==> config.mk <==
export PLATFORM = sky130hd
export DESIGN_NAME = sdram_arbiter
export DESIGN_NICKNAME = d
export VERILOG_FILES = /design/src/rtl/sdram_arbiter.sv
export SDC_FILE = /design/constraint.sdc
export NUM_CORES = 1
export LEC_CHECK = 0
export BUFFER_PORTS_ARGS = -buffer_cell sky130_fd_sc_hd__buf_4
export CORE_ASPECT_RATIO = 0.7
export CORE_MARGIN = 2
export CORE_UTILIZATION = 46
export DETAILED_ROUTE_END_ITERATION = 10
export GPL_ROUTABILITY_DRIVEN = 0
export GPL_TIMING_DRIVEN = 0
export PLACE_DENSITY = 0.84
export RECOVER_POWER = 100
export SLEW_MARGIN = 20
export SYNTH_ARGS = -nofsm -noshare
export SYNTH_HDL_FRONTEND = slang
export SYNTH_SLANG_ARGS = --single-unit
==> constraint.sdc <==
create_clock -name clk -period 2.4 [get_ports clk]
set_input_delay 0.24 -clock clk [delete_from_list [all_inputs] [get_ports clk]]
set_output_delay 0.24 -clock clk [all_outputs]
set_load 0.01 [all_outputs]
==> src/rtl/sdram_arbiter.sv <==
// Two-port fixed-priority arbiter (port 0 high) with a starvation limit for port 1,
// sequencing one SDRAM controller transaction at a time. Define SDRAM_ARB_STATS_EN for stats outputs.
module sdram_arbiter #(
    parameter int ADDR_WIDTH   = 24,
    parameter int DATA_WIDTH   = 16,
    parameter int BURST_LENGTH = 1,
    parameter int STARVE_LIMIT = 4
) (
    input  logic                  clk,
    input  logic                  rst_n,
    input  logic                  p0_req,
    input  logic                  p0_we,
    input  logic [ADDR_WIDTH-1:0] p0_addr,
    input  logic [DATA_WIDTH-1:0] p0_wdata,
    output logic                  p0_wnext,
    output logic [DATA_WIDTH-1:0] p0_rdata,
    output logic                  p0_rvalid,
    output logic                  p0_done,
    input  logic                  p1_req,
    input  logic                  p1_we,
    input  logic [ADDR_WIDTH-1:0] p1_addr,
    input  logic [DATA_WIDTH-1:0] p1_wdata,
    output logic                  p1_wnext,
    output logic [DATA_WIDTH-1:0] p1_rdata,
    output logic                  p1_rvalid,
    output logic                  p1_done,
    output logic [1:0]            mem_command,
    output logic [ADDR_WIDTH-1:0] mem_address,
    output logic [DATA_WIDTH-1:0] mem_write_data,
    input  logic [DATA_WIDTH-1:0] mem_read_data,
    input  logic                  mem_read_valid,
    input  logic                  mem_write_done
`ifdef SDRAM_ARB_STATS_EN
    ,
    output logic [31:0]           p0_txn_count,
    output logic [31:0]           p1_txn_count,
    output logic                  starve_hit
`endif
);

    localparam int BW = $clog2(BURST_LENGTH + 1);
    localparam int SW = $clog2(STARVE_LIMIT + 1);
    localparam logic [BW-1:0] LAST_BEAT  = BW'(BURST_LENGTH - 1);
    localparam logic [SW-1:0] STARVE_MAX = SW'(STARVE_LIMIT);

    typedef enum logic [1:0] {IDLE, BUSY, GAP} state_t;

    state_t          state;
    logic            gnt0;
    logic            gnt1;
    logic            cur_we;
    logic [BW-1:0]   beat_cnt;
    logic [SW-1:0]   starve_cnt;
    logic            pick1;
    logic            beat;

    always_comb begin
        pick1          = p1_req & (~p0_req | (starve_cnt == STARVE_MAX));
        beat           = cur_we ? mem_write_done : mem_read_valid;
        mem_write_data = gnt1 ? p1_wdata : (gnt0 ? p0_wdata : '0);
        p0_wnext       = mem_write_done & gnt0 & cur_we;
        p1_wnext       = mem_write_done & gnt1 & cur_we;
    end

    always_ff @(posedge clk or negedge rst_n) begin
        if (!rst_n) begin
            state       <= IDLE;
            gnt0        <= 1'b0;
            gnt1        <= 1'b0;
            cur_we      <= 1'b0;
            beat_cnt    <= '0;
            starve_cnt  <= '0;
            mem_command <= 2'd0;
            mem_address <= '0;
            p0_done     <= 1'b0;
            p1_done     <= 1'b0;
            p0_rvalid   <= 1'b0;
            p1_rvalid   <= 1'b0;
            p0_rdata    <= '0;
            p1_rdata    <= '0;
        end else begin
            p0_done   <= 1'b0;
            p1_done   <= 1'b0;
            p0_rvalid <= mem_read_valid & gnt0;
            p1_rvalid <= mem_read_valid & gnt1;
            p0_rdata  <= (mem_read_valid & gnt0) ? mem_read_data : '0;
            p1_rdata  <= (mem_read_valid & gnt1) ? mem_read_data : '0;
            case (state)
                IDLE: begin
                    if (p0_req | p1_req) begin
                        gnt0        <= ~pick1;
                        gnt1        <= pick1;
                        cur_we      <= pick1 ? p1_we : p0_we;
                        mem_command <= (pick1 ? p1_we : p0_we) ? 2'd1 : 2'd2;
                        mem_address <= pick1 ? p1_addr : p0_addr;
                        beat_cnt    <= '0;
                        if (pick1)
                            starve_cnt <= '0;
                        else if (p1_req && starve_cnt != STARVE_MAX)
                            starve_cnt <= starve_cnt + 1'b1;
                        state <= BUSY;
                    end
                end
                BUSY: begin
                    // Drop the command on the final beat so the controller sees idle before it re-arms.
                    if (beat) begin
                        if (beat_cnt == LAST_BEAT) begin
                            mem_command <= 2'd0;
                            p0_done     <= gnt0;
                            p1_done     <= gnt1;
                            gnt0        <= 1'b0;
                            gnt1        <= 1'b0;
                            beat_cnt    <= '0;
                            state       <= GAP;
                        end else begin
                            beat_cnt <= beat_cnt + 1'b1;
                        end
                    end
                end
                GAP:     state <= IDLE;
                default: state <= IDLE;
            endcase
        end
    end

`ifdef SDRAM_ARB_STATS_EN
    always_ff @(posedge clk or negedge rst_n) begin
        if (!rst_n) begin
            p0_txn_count <= '0;
            p1_txn_count <= '0;
            starve_hit   <= 1'b0;
        end else begin
            if (p0_done)
                p0_txn_count <= p0_txn_count + 32'd1;
            if (p1_done)
                p1_txn_count <= p1_txn_count + 32'd1;
            // Port 1 beating a live port-0 request can only happen through the limit.
            if (state == IDLE && pick1 && p0_req)
                starve_hit <= 1'b1;
        end
    end
`endif

endmodule

Word-level counts from Yosys, hierarchy flattened
Index checks and enable logic that the tools add are counted.

cells by class
  add/sub/neg operators = 2
  equal/unequal tests = 6
  mux-type cells = 34
  bitwise operators = 11
  reductions and logical operators = 9

operator list
  operator                                              count
  two-way mux 16 bit                                    4
  two-way mux 24 bit                                    1
  two-way mux 1 bit                                     15
  two-way mux 2 bit                                     7
  AND reduction 3 bit                                   3
  one-hot mux 2 bit (2 select lines)                    2
  AND 1 bit                                             7
  two-way mux 3 bit                                     2
  inequality test 2 bit (second input constant)         3
  one-hot mux 1 bit (2 select lines)                    3
  AND reduction 4 bit                                   1
  nonzero test 2 bit                                    2
  adder 3 x 1 -> 3 bit (second input constant)          1
  equality test 3 bit (second input constant)           1
  inequality test 3 bit (second input constant)         1
  equality test 2 x 1 -> 1 bit (second input constant)  1
  logical NOT 2 bit                                     1
  inverter 1 bit                                        2
  bitwise OR 1 bit                                      2
  AND reduction 2 bit                                   1
  adder 1 bit (second input constant)                   1
  logical AND 1 bit                                     1

storage, ports and cells
  bits in registers = 71
  input port bits = 104
  output and inout bits = 80

Logic depth before layout (Yosys ltp)
  word-level depth = 7
  gate-level depth with buffers = 7
  depth with buffers taken out = 5

Worst setup path after synthesis
Ideal clock, no wire load.

  kind = reg-to-reg
  from = register starve_cnt[0]
  to = register mem_address[14]
  arrival time = 1.401 ns
  data required time = 2.274 ns
  setup slack = 0.873 ns
  cell stages (with the launch flop) = 8
  path buffers = 2
  clock period less this slack = 1.527 ns
  cells stage by stage = dfrtp_1 inv_1 ha_1 nand3_1 and3_1 buf_2 buf_6 a221o_1

between the ends
  longest elaborated chain between the ends = 4

RTL lines
  item                      line  source
  start: declaration        53    logic [SW-1:0] starve_cnt;
  start signal: assignment  100   starve_cnt <= starve_cnt + 1'b1;
  equality test 3 bit       58    pick1 = p1_req & (~p0_req | (starve_cnt == STARVE_MAX));
  bitwise OR 1 bit          58
  AND 1 bit                 58
  two-way mux 24 bit        95    mem_address <= pick1 ? p1_addr : p0_addr;
  end signal: assignment    95
  end: declaration          28    output logic [ADDR_WIDTH-1:0] mem_address,

No other way between the ends.
A chain may end at the register's enable or synchronous reset.

Worst setup path after layout
  from = register gnt1
  to = output port mem_write_data[14]

between the ends
  longest elaborated chain between the ends = 1

RTL lines
  item                      line  source
  start: declaration        50    logic gnt1;
  start signal: assignment  92    gnt1 <= pick1;
  two-way mux 16 bit        60    mem_write_data = gnt1 ? p1_wdata : (gnt0 ? p0_wdata : '0);
  end: declaration          29    output logic [DATA_WIDTH-1:0] mem_write_data,

No other way between the ends.

==> metrics.md <==
| Metric | Value |
|---|---|
| Run status | finished, violations left |
| Violated checks | max-capacitance violations, max-slew violations |
| Number of remaining DRC errors | 0 |
| Die height | approximately 72 µm |
| Via count of the first global-routing pass | 2763 |
| Max-Slew Margin vs Limit | -13.8% |
| Primary flip-flop cell chosen by synthesis mapping | sky130_fd_sc_hd__dfrtp_1 |
| Sequential share of the synthesized area | 57.1% |
| Yosys Warn Count | 0 |
| Slew at the pin with the worst max-slew slack | 1.71 ns |
| Clock root buffer | sky130_fd_sc_hd__clkbuf_8 |
| Length in cells of the worst reg-to-reg path | 7 |
| Placeable Area | approximately 6300 µm² |
| DIE WIDTH | 102 µm |
| Post-route core utilization | 69.6% |
| Yosys reg bits | 70 |
| Setup fix buffers added after clock tree synthesis | 0 |
| Initial Util | 48.4% |
| Layout Area Growth over Synthesis | 43.7% |
| I/O pin count | approximately 180 |
| Fill cells | 544 |
| Max-slew violation total from the final report | 71 |
| Fraction of final layout cells with drive strength greater than 1 | 35.0% |
| Required @ worst endpoint | ~2.2 ns |
| Launch instance of the worst register-to-register path | starve_cnt[0] |
| Port Buf Inserts | between 150 and 200 |
| Clock latency on the worst-skew pair | roughly 0.34 ns |
| Total power per unit cell area | 1040 nW/µm² |
| Hold Path Cell Cnt | 2 |
| Endpoint type of the worst setup path | output pin |
| Most instantiated library cell after synthesis | sky130_fd_sc_hd__dfrtp_1 |
| Clock-pin slew on the worst setup and hold paths | 0.08 ns |
| Number of setup violations in the final report | 0 |
| Final Routed Wirelength | 9.17 mm |
| Period utilization | approximately 87% |
| Number of placed instances, taps included | around 500 |
| Arrival @ worst endpoint | 1.85 ns |
| Reg2reg end | mem_address[5] |
| Number of enable flip-flop cells after synthesis | 0 |
| Hold Crit Endpoint | mem_address[19] |
| Final HPWL from detailed placement | 6.98 mm |
| Mapped Area | roughly 3100 µm² |
| Antenna diode instance count | 0 |
| TritonCTS sink count | 70 |
| Count of max-cap constraint violations | 1 |
| Commonest cells in the netlist | sky130_fd_sc_hd__dfrtp_1, sky130_fd_sc_hd__and3_1, sky130_fd_sc_hd__a221o_1, sky130_fd_sc_hd__nor3b_2, sky130_fd_sc_hd__a22o_1 |
| Total via count after detailed routing | 2702 |
| Vias per cell | 5.20 |
| Number of buffers on the longest clock path | 2 |
| Largest net degree at the start of global routing | 71 |
| Reg2Reg Setup Slack | 0.41 ns |
| Hold Crit Class | in2reg |
| GRT Overall Usage | 25.8% |
| Unrepaired setup endpoints after global routing | false |
| Synthesized instance count | 230 |
| CP max FO | 10 |
| Distinct cell type count after synthesis | 31 |
| Post-layout nets | between 500 and 600 |
| Pleak | 2.17 nW |
| Full die area | 7350 µm² |
| Worst-case vdd ir drop | 0.566 mV |
| Tmin final | about 2.1 ns |
| Largest cells by area after synthesis | sky130_fd_sc_hd__dfrtp_1, sky130_fd_sc_hd__nor3b_2, sky130_fd_sc_hd__a221o_1, sky130_fd_sc_hd__and3_1, sky130_fd_sc_hd__a22o_1 |
| Global-route wire length before repair | 14.1 mm |
| H-tree depth | 3 |
| Fmax achieved | 479 MHz |
| Syn Area/Cell | around 13 µm² |
| CTS buffer count | 9 |
| Beginning of the worst hold path | p0_addr[19] |
| Share of the synthesized area in the top cell type | 57.1% |
| Async set-reset flop share out of synthesis | 100% |
| TritonCTS clock tree | built |
| Fin Clk Skew | 0.0104 ns |
| Overflow left after global routing | 0 |
| DRT Pass-1 Iters | 4 |
| Count of instances resized after the clock tree is built | 0 |
| Final hold violations | 0 |
| Post-route setup TNS | 0 ns |
| Post-cts hold buffer count | 0 |
| Antenna violations before repair | 0 |
| Nets in the synthesized netlist | about 340 |
| CP startpoint kind | flip-flop |
| Fin cells | 520 |
| Largest area contributor in the synthesized netlist | sky130_fd_sc_hd__dfrtp_1 |
| Setup CP Type | reg2out |
| WL per Instance | 17.6 µm |
| Number of core rows | 24 |
| Count of routing violations after the opening detailed-route iteration | 104 |
| Count of nets left with antenna violations after detail routing | 0 |
## per-stage QoR
stage	worst slack [ns]	instance area (µm²)	total power, mW	hold slack [ns]
final	0.314	4410	4.59	0.127
after global routing	0.172	4410	4.89	0.107
after CTS	0.350	4760	5.01	0.0393
after detailed placement	0.721	4560	4.03	0.418
after global placement	0.773	4560	3.96	0.404
after floorplan	0.873	3070	2.94	-0.0556
## cell families (layout without fill, tap and decap cells)
family / count (synthesis) / in the layout / synth area share (%)
adder cells (fa/ha/maj): 2 / 2 / 0.816
AO/OA/AOI/OAI: 52 / 52 / 15.3
buffers and inverters: 26 / 225 / 4.73
flip-flops: 70 / 70 / 57.1
AND/OR/NAND/NOR: 77 / 77 / 21.0
multiplexers: 3 / 3 / 1.06
## sequential cells by signal, indices dropped and copies added, names as in the netlist
register and cells:
p0_rvalid 1, starve_cnt 3, gnt0 1, cur_we 1
p1_rdata 16, p0_done 1, p1_done 1, mem_address 24
p1_rvalid 1, p0_rdata 16, mem_command 2, gnt1 1
state 2
## cell usage in the layout, fill, tap and decap left out, types with 4 or more instances in the layout
cell                         n
sky130_fd_sc_hd__nor3b_2    20
sky130_fd_sc_hd__and2_1      4
sky130_fd_sc_hd__dfrtp_1    70
sky130_fd_sc_hd__and3_1     37
sky130_fd_sc_hd__a22o_1     17
sky130_fd_sc_hd__nor3b_1     5
sky130_fd_sc_hd__buf_4     103
sky130_fd_sc_hd__inv_1       4
sky130_fd_sc_hd__clkbuf_8   10
sky130_fd_sc_hd__a221o_1    25
sky130_fd_sc_hd__clkbuf_1   95
sky130_fd_sc_hd__buf_2       4
## layout make-up
class,instances,area (µm²),share of cell area [%]
clock buffers,10,138,3.12
clock inverters,6,68.8,1.56
repair buffers,183,1070,24.4
well taps,91,114,2.58
inverters,4,15.0,0.341
flip-flops and latches,70,1750,39.7
multi-input cells,134,1140,25.9
plain buffers,22,103,2.33
## report_power, final
group	internal (mW)	total, mW	switching [mW]
clock network	0.514	0.980	0.466
registers	1.54	1.74	0.200
logic	0.809	1.87	1.07
## how the worst max path moves through the flow
stage                   from  slack (ns)  cells past startpoint            endpoint
2_1_floorplan  starve_cnt[0]        0.87                      7     mem_address[14]
3_3_place_gp            gnt1        0.77                      6  mem_write_data[14]
3_5_place_dp   starve_cnt[0]        0.72                      6      mem_command[1]
4_1_cts                 gnt1        0.35                      6  mem_write_data[14]
5_1_grt                 gnt1        0.17                      6  mem_write_data[14]
6_report                gnt1        0.31                      6  mem_write_data[14]
## critical path, cell delays in order (launching register included)
cell,delay (ns)
sky130_fd_sc_hd__dfrtp_1,0.36
sky130_fd_sc_hd__buf_2,0.17
sky130_fd_sc_hd__nor2b_1,0.12
sky130_fd_sc_hd__clkbuf_1,0.25
sky130_fd_sc_hd__buf_2,0.27
sky130_fd_sc_hd__a22o_1,0.16
sky130_fd_sc_hd__clkbuf_1,0.18
## metal layers
metal | vias up | wire length [µm] | GRT usage (%)
li1 | 1258 | - | -
met1 | 1317 | 3730 | 31.7
met2 | 112 | 4700 | 44.4
met3 | 15 | 524 | 7.13
met4 | 0 | 221 | 8.11
met5 | - | 0 | 0
No activity file was read; power rests on OpenSTA's default activity.
